===== config.mk =====
export PLATFORM = sky130hd
export DESIGN_NAME = bcd_down_counter
export DESIGN_NICKNAME = d
export VERILOG_FILES = /design/src/rtl/bcd_down_counter.sv
export SDC_FILE = /design/constraint.sdc
export NUM_CORES = 1
export LEC_CHECK = 0
export BUFFER_PORTS_ARGS = -buffer_cell sky130_fd_sc_hd__clkbuf_2
export CORE_ASPECT_RATIO = 0.75
export CORE_UTILIZATION = 56
export DETAILED_ROUTE_END_ITERATION = 12
export GPL_ROUTABILITY_DRIVEN = 0
export PLACE_DENSITY_LB_ADDON = 0.08
export SLEW_MARGIN = 20
export SYNTH_ARGS = -nofsm -noshare
export SYNTH_HDL_FRONTEND = slang
export SYNTH_SLANG_ARGS = --single-unit
export TNS_END_PERCENT = 10

===== constraint.sdc =====
create_clock -name clk -period 4.42 [get_ports clk]
set_clock_uncertainty 0.15 [all_clocks]
set_input_delay 0.663 -clock clk [delete_from_list [all_inputs] [get_ports clk]]
set_output_delay 0.663 -clock clk [all_outputs]
set_load 0.01 [all_outputs]

===== src/rtl/bcd_down_counter.sv =====
// Loadable multi-digit packed-BCD countdown timer with optional auto-reload and terminal-count pulse.
// Latency: one decrement per enabled edge after start; done is registered (cycle after terminal edge); no backpressure.
module bcd_down_counter #(
    parameter int DIGITS = 2
) (
    input  logic                clk,
    input  logic                rst_asyn,
    input  logic                load,
    input  logic [4*DIGITS-1:0] load_val,
    input  logic                start,
    input  logic                stop,
    input  logic                pause,
    input  logic                auto_reload,
    output logic [4*DIGITS-1:0] Q_out,
    output logic                busy,
    output logic                done,
    output logic                load_err
);
    localparam int W = 4 * DIGITS;

    localparam logic [0:0] IDLE = 1'b0;
    localparam logic [0:0] RUN  = 1'b1;

    logic [0:0]   state;
    logic [0:0]   state_nxt;
    logic [W-1:0] preset;
    logic [W-1:0] preset_nxt;
    logic [W-1:0] q_nxt;
    logic [W-1:0] dec_val;
    logic         done_nxt;
    logic         err_nxt;
    logic         load_ok;
    logic         borrow;

    always_comb begin
        load_ok = 1'b1;
        for (int i = 0; i < DIGITS; i++) begin
            if (load_val[4*i +: 4] > 4'd9) begin
                load_ok = 1'b0;
            end
        end
    end

    // Ripple borrow: a zero digit wraps to 9 and keeps borrowing upward.
    always_comb begin
        dec_val = Q_out;
        borrow  = 1'b1;
        for (int i = 0; i < DIGITS; i++) begin
            if (borrow) begin
                if (Q_out[4*i +: 4] == 4'd0) begin
                    dec_val[4*i +: 4] = 4'd9;
                end else begin
                    dec_val[4*i +: 4] = Q_out[4*i +: 4] - 4'd1;
                    borrow            = 1'b0;
                end
            end
        end
    end

    always_comb begin
        q_nxt      = Q_out;
        preset_nxt = preset;
        state_nxt  = state;
        done_nxt   = 1'b0;
        err_nxt    = load_err;
        if (load) begin
            if (load_ok) begin
                q_nxt      = load_val;
                preset_nxt = load_val;
                state_nxt  = IDLE;
                err_nxt    = 1'b0;
            end else begin
                err_nxt    = 1'b1;
            end
        end else if (stop) begin
            state_nxt = IDLE;
        end else if (start && state == IDLE) begin
            if (Q_out != '0) begin
                state_nxt = RUN;
            end
        end else if (state == RUN && !pause) begin
            if (Q_out == W'(1)) begin
                done_nxt = 1'b1;
                if (auto_reload) begin
                    q_nxt = preset;
                end else begin
                    q_nxt     = '0;
                    state_nxt = IDLE;
                end
            end else begin
                q_nxt = dec_val;
            end
        end
    end

    always_ff @(posedge clk or negedge rst_asyn) begin
        if (!rst_asyn) begin
            Q_out    <= '0;
            preset   <= '0;
            state    <= IDLE;
            busy     <= 1'b0;
            done     <= 1'b0;
            load_err <= 1'b0;
        end else begin
            Q_out    <= q_nxt;
            preset   <= preset_nxt;
            state    <= state_nxt;
            busy     <= (state_nxt == RUN);
            done     <= done_nxt;
            load_err <= err_nxt;
        end
    end

endmodule


# --- Word-level counts from Yosys, hierarchy flattened ---
# Cells that the tools add are included.
classes:
  n_addsub: 2
  multipliers: 0
  div: 0
  order_cmp: 2
  n_eq_ne: 6
  n_shift: 0
  muxes: 27
  n_bitwise: 1
  reduce_logical: 14
ops:
  columns: ["op", "count"]
  rows:
  - ["2-to-1 mux 8 bit", 7]
  - ["2-to-1 mux 1 bit", 17]
  - ["2-to-1 mux 4 bit", 3]
  - ["AND reduction 5 bit", 2]
  - ["== test 8 x 1 -> 1 bit, second input constant", 1]
  - ["greater-than comparator 4 bit, second input constant", 2]
  - ["zero test 4 bit", 2]
  - ["!= test 4 x 3 -> 1 bit, second input constant", 2]
  - ["nonzero test 4 bit", 2]
  - ["nonzero test 8 bit", 1]
  - ["subtractor 4 x 1 -> 4 bit, second input constant", 2]
  - ["!= test 2 bit, second input constant", 2]
  - ["AND reduction 4 bit", 1]
  - ["nonzero test 3 bit", 1]
  - ["logical AND 1 bit", 2]
  - ["!= test 2 x 1 -> 1 bit, second input constant", 1]
  - ["AND reduction 2 bit", 1]
  - ["nonzero test 2 bit", 1]
  - ["zero test 1 bit", 1]
  - ["NOT 1 bit", 1]
totals:
  reg_bits: 19
  latchBits: 0
  mem_bits_rw: 0
  rom_bits: 0
  in_bits: 15
  out_inout_bits: 11
  word_cells: 58
  memories: 0

# --- Longest topological paths before layout ---
# Gate-level depths: netlist of run 1.
logic_depth:
  ltp_word: 8
  mapped_depth: 5
  mapped_depth_nobuf: 4

# --- Worst setup path before layout of run 1 ---
# Ideal clock, no wire load.
synth_path:
  kind: "in2reg"
  startpoint: "input load"
  endpoint: "register Q_out[4]"
  setup_time_ns: 0.125
  arrival_time_ns: 1.749
  t_required_ns: 4.145
  slack_ns: 2.396
  path_stages: 5
  n_path_buf: 1
  path_cell_list: "clkbuf_1 nor4b_2 o211ai_1 nand2_2 mux2_2"
synth_between:
  elab_chain_len: 2
  word_cells_on_any_way: 7
  cone_classes: "3 x eq/ne; 1 x mux; 3 x reduce/logical"
synth_rtl:
  columns: ["item", "line", "source"]
  rows:
  - ["start, declared", "8", "input logic load,"]
  - ["!= test 2 x 1 -> 1 bit (no source line) (tied with other cells)", null, null]
  - ["AND reduction 5 bit (no source line)", null, null]
  - ["end signal, assigned", "105", "Q_out <= q_nxt;"]
  - ["end, declared", "14", "output logic [4*DIGITS-1:0] Q_out,"]
# Parallel ways exist; a longest one is shown, timed or not.
# A chain may end at the register's enable or synchronous reset.

# --- Worst setup path after layout of run 1 ---
layout_path:
  startpoint: "input load"
  endpoint: "register Q_out[6]"
# Same word-level chain as after synthesis.

==> results.env, run 1 <==
MAX_FREQ_MHz=467
CELL_INTERNAL_PWR_mW=0.330
TRITONCTS_NUM_SINKS=19
DRIVE_ABOVE_1_SHARE_PCT=33.3
SYN2LAYOUT_AREA_GROWTH_PCT=12.9
FINAL.MIN_CLOCK_PERIOD_PS=2140
FINAL_NET_COUNT=148
TIMING.FINAL.CRIT_SHARE_PCT=48.5
POWER.STATIC_LEAKAGE_nW=0.545
ENDPOINT_KIND='register'
REPORT.FINAL.HOLD_VIOL_COUNT=0
AREA_TAKEN_BY_FLIP_FLOPS_AND_LATCHES_UM2=475
FLOORPLAN.INITIALDENSITY_PCT=61.0
DRT_FIRST_PASS_ITERS=4
TRITONCTS='done'
DIE_OUTLINE_HEIGHT_UM=40.3
DIE_AREA_UM2=2130
CLOCK-ROOT-BUFFER='sky130_fd_sc_hd__clkbuf_4'
LAYOUTNONFILLERINSTCOUNT=154
TRITONCTS.NUM_BUFFERS=3
P_SW_SHARE_PCT=38.9
YOSYSWARNINGCOUNT=0
WL_PER_CELL_UM=15.5
N_ANTENNA_CELL=0
SETUP_VIOL=0
MULTI_INPUT_AREA_UM2=553
HOLDCRITPATHCLASS='primary input to async pin'
GRT_ANTENNA_BEFORE_REPAIR=0
CRITICAL-PATH-SLOWEST-CELL='sky130_fd_sc_hd__nand3_1'
POWER_DENSITY_nW_PER_UM2=437
SYNTH.YOSYS.SEQ_AREA_SHARE_PCT=43.5
SYNTHESIS.INSTANCES=109
FLOORPLAN.IO_PINS=26
POST_SYNTHESIS_ASYNC_SET_OR_RESET_FLOP_SHARE_PCT=100
DIEWIDTH_UM=53.0
CRIT_CHAIN='clkbuf_2, nand3_1, nand2_2, mux2_2'
SYNTH_AREA_UM2=1090
CAP_VIOL_MAX_COUNT=0
SYNTH-EDFF-COUNT=0
FILLERINSTANCES=145
MAXSLEWHEADROOM_PCT=58.9
FLOORPLAN.CORE_AREA_UM2=1790
FIRST_ITER_VIOLATIONS=30
SYNTHESIS.NETS=124
PLACE_INST=150
UNREPAIRED_SETUP_ENDPOINTS_AFTER_GLOBAL_ROUTING='no'
WORST-SLEW-PIN-TRANSITION_PS=614
VIA_COUNT_OF_THE_FIRST_GLOBAL_ROUTING_PASS=815
PEAKVDDDROP_V=0.000258
CP_SLOWEST_STAGE_DELAY_PS=520
CLOCK_POWER_SHARE_PCT=17.3
AVGSYNTHCELLAREA_UM2=10.0
STATUS='completed'
DP.FINAL_HPWL_UM=1760
POST_ROUTE_SETUP_TNS_PS=0
CRITICAL_PATH.STARTPOINT_TYPE='primary input'
FLOP_AND_LATCH_COUNT_OUT_OF_SYNTHESIS=19
CRITPATHMAXFANOUT=26
CTS-HTREE-LEVELS=1
YOSYS.CELL_TYPES.COUNT=36
ROUTED-VIA-COUNT=958
ROWS=13
NUMPORTBUFFERS=25
PLACEDINSTANCEAREA_UM2=1200
SETUP_SLACK_PS=2280
CTS.REPORTEDPATHS.CLKPINSLEW_PS=120
DRC_ERRORS=0
PWR-SHARE-SEQ_PCT=51.2
CTS.REPAIR.RESIZED=0
GRT_FIRST_PASS_WIRELENGTH_UM=3800
SHARE_COMB_OF_TOTAL_POWER_PCT=31.5
FINAL-MAX-SLEW-VIOLATION-COUNT=0
CP.REQUIRED_PS=4470
SWITCHINGPOWER_mW=0.210
CRITICAL_PATH_ARRIVAL_PS=2200
FIN_AREA_UM2=1230
FINAL_ANTENNA_NET_COUNT=0
ROUTE.DETAILED.VIAS_PER_INST=6.22
SYNTH_TOP_FLOP_CELL='sky130_fd_sc_hd__dfrtp_1'
GRT_MAX_DEGREE=27
DRT-TOTAL-WL_UM=2380
POST_CTS_HOLD_BUFFER_COUNT=0
CTS_SETUP_BUFFERS=0
FIN_WORST_HOLD_SLACK_PS=144
WORSTSKEWPAIRLATENCY_PS=310
GLOBAL_ROUTE.USAGE.TOTAL_PCT=26.3
TIMING.SETUP.CRITICAL_PATH_CLASS='primary input to register'
BUFFER_LEVELS_ON_THE_LONGEST_CLOCK_PATH=2
TOTAL_OVERFLOW_REPORTED_BY_THE_GLOBAL_ROUTER=0
POST-PLACE-WS_PS=1950
-- cell usage in the layout (no fill, tap or decap), drive strengths merged --
cell type and instances:
inv 6, nor4 1, nand3 2, and4bb 1
a21bo 1, xor2 1, and3 1, o31ai 3
o21a 2, o311ai 1, a21oi 5, clkinvlp 1
nor2 4, nor2b 5, o41ai 1, a32oi 2
nand3b 1, clkbuf 28, a311oi 3, o21ai 10
a32o 1, a31oi 1, nand2 11, nor3 4
a211oi 1, nor4b 2, nand4 4, o2bb2ai 1
mux2 7, dfrtp 19, and2 1, o211ai 1
-- layer usage --
metal | vias up | wire length [um] | GRT usage, %
met5 | - | 0 | 0
li1 | 455 | - | -
met4 | 0 | 21 | 7.89
met2 | 45 | 1060 | 41.8
met3 | 5 | 191 | 6.82
met1 | 453 | 1100 | 35.7
-- path summary, 6_finish.rpt --
check | to | startpoint | cells after the start | slack [ps]
worst min-delay path | Q_out[5] | rst_asyn | 1 | 140
worst max register to register | Q_out[6] | Q_out[5] | 4 | 2410
worst min register to register | preset[4] | preset[4] | 2 | 350
min in group clk | preset[4] | preset[4] | 2 | 350
max in group asynchronous | Q_out[6] | rst_asyn | 1 | 3640
worst max-delay path | Q_out[6] | load | 4 | 2280
-- synth_stat cells, drive strengths merged (2+ instances only) --
cell type  instances  area, um2
nand3              2       10.0
nor3               4       20.0
nor4b              2       38.8
inv                6       22.5
nor2               4       15.0
nand4              4       25.0
o31ai              3       22.5
a32oi              2       17.5
o21a               2       15.0
dfrtp             19        475
nand2             11       43.8
buf                5       37.5
a311oi             3       26.3
mux2               7       78.8
nor2b              5       31.3
a21oi              5       25.0
o21ai             10       50.0
-- final cells by class --
type | instances | area share (%)
Tap cell | 22 | 2.23
Clock inverter | 1 | 0.609
Multi-Input combinational cell | 78 | 44.8
Timing Repair Buffer | 25 | 10.1
Clock buffer | 3 | 1.83
Inverter | 6 | 1.83
Sequential cell | 19 | 38.5
-- stage by stage --
step | utilization [%] | power [mW]
final | 69.0 | 0.540
after global routing | 69.0 | 0.577
after CTS | 69.0 | 0.543
after detailed placement | 67.3 | 0.450
after global placement | 67.3 | 0.443
after floorplan | - | 0.389
-- power by group through the flow --
stage / clock network [mW] / logic, mW / registers, mW
global route: 0.105 / 0.190 / 0.282
CTS: 0.0959 / 0.172 / 0.275
detailed placement: 0 / 0.171 / 0.279
global placement: 0 / 0.168 / 0.276
floorplan: 0 / 0.114 / 0.275
finish: 0.0934 / 0.170 / 0.276
-- state kept, by name (all words and copies together), names as in the netlist --
register,count
Q_out,8
done,1
load_err,1
preset,8
state,1
-- cells by family after synthesis --
logic type	share of synthesized area [%]
and+or+nand+nor	22.1
AOI/OAI and AO/OA	20.5
DFF	43.5
buffers and inverters	5.84
muxes	7.22
xor gates and xnor gates	0.802
-- critical path: cells and delay by family --
| family | cells | cell delay (ps) |
|---|---|---|
| simple gates | 2 | 790 |
| buf+inv | 1 | 380 |
| mux | 1 | 350 |
(Power assumes the default switching activity.)
==> run 2: changes to the inputs <==
ABC_AREA = 1   (was not set)
CORE_UTILIZATION = 47   (was 56)
clock period = 1.9 ns   (was 4.42 ns; I/O delays follow)
==> run 2 against run 1 <==
  * Cell count is 45% higher
  * Worst hold slack worse by 99 ps
  * Sequential power is 120% higher
  * Sequential cell count stayed put
  * Clock-buffer cell count is 1 higher
  * Non-clock buffer count is 2 higher
  * Global-route usage is 4.9 points lower
  * Die area is 25% higher
  * Worst setup slack worse by 1800 ps
  * Via count is 12% higher
  * Design area is 9.9% higher
  * Critical path type is now register to register
  * Highest routed layer unchanged
==> results.env, run 2 <==
MAXSLEWHEADROOM_PCT=67.8  # +8.9 points
TOTAL_POWER_mW=1.34  # +150%
WORST-SLEW-PIN-TRANSITION_PS=483  # -131 ps
YOSYS.CELL_TYPES.COUNT=22  # -39%
POWER_DENSITY_nW_PER_UM2=986  # +130%
SYN2LAYOUT_AREA_GROWTH_PCT=17.2
POST_SYNTHESIS_ASYNC_SET_OR_RESET_FLOP_SHARE_PCT=100  # unchanged
DIE_AREA_UM2=2670  # +25%
TIMING.RR.START='Q_out[5]'
DIEWIDTH_UM=59.3  # +12%
FLOORPLAN.INITIALDENSITY_PCT=50.1  # -11 points
FLOORPLAN.IO_PINS=26  # unchanged
SYNTHESIS.NETS=177  # +43%
POST_ROUTE_SETUP_TNS_PS=0  # unchanged
POST_SYNTH_TOP_AREA_CELL='sky130_fd_sc_hd__dfrtp_1'
CTS-HTREE-LEVELS=1  # unchanged
YOSYSWARNINGCOUNT=0  # unchanged
HOLDCRITPATHCLASS='primary input to register'
TRITONCTS.NUM_BUFFERS=3  # unchanged
BUFFER_LEVELS_ON_THE_LONGEST_CLOCK_PATH=2  # unchanged
DIE_OUTLINE_HEIGHT_UM=45.0  # +12%
CP_SLOWEST_STAGE_DELAY_PS=450  # -70 ps
FINAL.MIN_CLOCK_PERIOD_PS=1470
MAX_FREQ_MHz=680
RR_WORST_DEPTH=7  # +3
SYNTH.YOSYS.SEQ_AREA_SHARE_PCT=41.1  # -2.4 points
FINAL_ANTENNA_NET_COUNT=0  # unchanged
HOLD_PATH_STARTPOINT='load_val[4]'
WORSTSKEWPAIRLATENCY_PS=310  # about the same
POWER.STATIC_LEAKAGE_nW=0.750  # +38%
TIMING.SETUP.CRITICAL_PATH_CLASS='register to register'
TRITONCTS='done'
ROWS=15  # +2
DRT-TOTAL-WL_UM=2540  # +6.6%
SYNTH_AREA_UM2=1160  # +6.0%
CLOCK-ROOT-BUFFER='sky130_fd_sc_hd__clkbuf_4'
GRT_ANTENNA_BEFORE_REPAIR=0  # unchanged
DRT_FIRST_PASS_ITERS=4  # unchanged
TIMING.CRITICAL_PATH.FROM='Q_out[5]'
VIA_COUNT_OF_THE_FIRST_GLOBAL_ROUTING_PASS=945  # +16%
SYNTHESIS.INSTANCES=162  # +49%
YOSYS.AREA.TOP_TYPE_SHARE_PCT=41.1  # -2.4 points
CTS.REPAIR.RESIZED=0  # unchanged
ROUTED-VIA-COUNT=1070  # +12%
ENDPOINT_KIND='register'
NUMPORTBUFFERS=25  # unchanged
WHS_PATH_DEPTH=2
FINAL_NET_COUNT=206  # +39%
POST-SYNTH-TOP-COUNT-CELL='sky130_fd_sc_hd__nand2_1'
CP.REQUIRED_PS=2010  # -2460 ps
FLOP_AND_LATCH_COUNT_OUT_OF_SYNTHESIS=19  # unchanged
NETLIST_TOP_CELLS_AREA='sky130_fd_sc_hd__dfrtp_1, sky130_fd_sc_hd__nand2_1, sky130_fd_sc_hd__nand3_1'
CRIT_CHAIN='nor2_4, nand2_4, nor2_8, nor2_2, nor2_4, nand3_1, nand2_1'
LARGESTREGISTERS='Q_out x8, preset x8'
FIRST_ITER_VIOLATIONS=67  # +120%
STATUS='completed'
CRITICAL-PATH-SLOWEST-CELL='sky130_fd_sc_hd__dfrtp_1'
ROUTE.DETAILED.VIAS_PER_INST=4.78  # -23%
CRITPATHMAXFANOUT=10  # -62%
TOTAL_OVERFLOW_REPORTED_BY_THE_GLOBAL_ROUTER=0  # unchanged
CP_COMMON_CELL='sky130_fd_sc_hd__nor2_4'
REPORT.FINAL.HOLD_VIOL_COUNT=0  # unchanged
CRITPATHBUFINV=0  # -1
CRITICAL_PATH_ARRIVAL_PS=1580  # -620 ps
SYNTH_COMMON_CELLS='sky130_fd_sc_hd__nand2_1, sky130_fd_sc_hd__dfrtp_1, sky130_fd_sc_hd__nand3_1, sky130_fd_sc_hd__inv_1'
CAP_VIOL_MAX_COUNT=0  # unchanged
DP.FINAL_HPWL_UM=1940  # +9.8%
DRC_ERRORS=0  # unchanged
MOST-COMMON-LAYOUT-CELLS='sky130_fd_sc_hd__nand2_1, sky130_fd_sc_hd__clkbuf_2, sky130_fd_sc_hd__dfrtp_1'
SYNTH-EDFF-COUNT=0  # unchanged
TIMING.CRITICAL_PATH.DEPTH=7  # +3
CTS.REPORTEDPATHS.CLKPINSLEW_PS=120  # about the same
UNREPAIRED_SETUP_ENDPOINTS_AFTER_GLOBAL_ROUTING='no'
TIMING.CRITICAL_PATH.MAX_DELAY_FAMILY='simple AND/OR/NAND/NOR gates'
GRT_MAX_DEGREE=20  # -26%
N_ANTENNA_CELL=0  # unchanged
LAYOUT.CORE_UTILIZATION_PCT=58.8  # -10 points
TRITONCTS_NUM_SINKS=19  # unchanged
TIMING.FINAL.CRIT_SHARE_PCT=77.4
PEAKVDDDROP_V=0.000596  # +130%
AVGSYNTHCELLAREA_UM2=7.14  # -29%
FINAL-MAX-SLEW-VIOLATION-COUNT=0  # unchanged
FLOORPLAN.CORE_AREA_UM2=2310  # +29%
SETUP_VIOL=0  # unchanged
DRIVE_ABOVE_1_SHARE_PCT=25.3  # -8.1 points
GRT_FIRST_PASS_WIRELENGTH_UM=4170  # +9.8%
GLOBAL_ROUTE.USAGE.TOTAL_PCT=21.4  # -4.9 points
WL_PER_CELL_UM=11.3  # -27%
FINAL_COMMON_CELL='sky130_fd_sc_hd__nand2_1'
CRITICAL_PATH.STARTPOINT_TYPE='register'
SYNTH_TOP_FLOP_CELL='sky130_fd_sc_hd__dfrtp_1'
-- run 2: cell types whose count changed in the layout (fill, tap and decap cells not counted), sizes merged, moves of 4 or more --
cell	delta
nand2	+52
nand3	+15
mux2	-6
inv	+12
nor2	+15
o21ai	+4
nor2b	-5
-- run 2: routing by layer --
layer	vias to the layer above	share of wire, %	global-route usage, %
met5	-	0	0
met4	0	0.39	2.86
met3	2	7.1	6.30
met2	34	40	32.8
met1	465	52	30.5
li1	569	-	-
-- run 2: what timing repair did --
action	CTS	global route
endpoints found under the setup margin	0	0
buffers inserted	0	0
hold buffers	1	0
endpoints found under the hold margin	19	0
-- run 2: where the power goes --
group	internal [mW]	switching (mW)	total, mW
sequential	0.495	0.104	0.599
combinational	0.200	0.321	0.521
clock	0.0820	0.135	0.217
total	0.777	0.560	1.34
-- run 2: cell families (layout without fill, tap and decap cells) --
family / Yosys count / after routing / synth area share, %
muxes: 1 / 1 / 0.973
and+or+nand+nor: 103 / 103 / 43.0
DFF: 19 / 19 / 41.1
AOI/OAI and AO/OA: 18 / 18 / 8.00
buffers and inverters: 21 / 49 / 6.92
-- run 2: layout make-up --
| cell class | count | area [um2] |
|---|---|---|
| Clock buffer | 4 | 26.3 |
| Fill cell | 238 | 952 |
| Inverter | 18 | 67.6 |
| Multi-Input combinational cell | 122 | 602 |
| Sequential cell | 19 | 475 |
| Tap cell | 34 | 42.5 |
| Timing Repair Buffer | 27 | 143 |
-- run 2: metrics by stage --
| step | hold slack, ps | cells | setup WS (ps) | cell area [um2] |
|---|---|---|---|---|
| after global placement | 120 | 219 | 431 | 1320 |
| after detailed placement | 118 | 219 | 426 | 1320 |
| after global routing | 44.9 | 224 | 293 | 1360 |
| after CTS | 45.7 | 224 | 424 | 1360 |
| after floorplan | -161 | 162 | 526 | 1160 |
| final | 45.0 | 224 | 430 | 1360 |
-- run 2: worst paths after layout --
path                                   to  slack [ps]
worst max-delay path             Q_out[7]         430
worst min-delay path            preset[4]          50
worst max register to register   Q_out[7]         430
worst min register to register   load_err         340
max in group asynchronous       preset[1]         970
min in group asynchronous        Q_out[4]         300
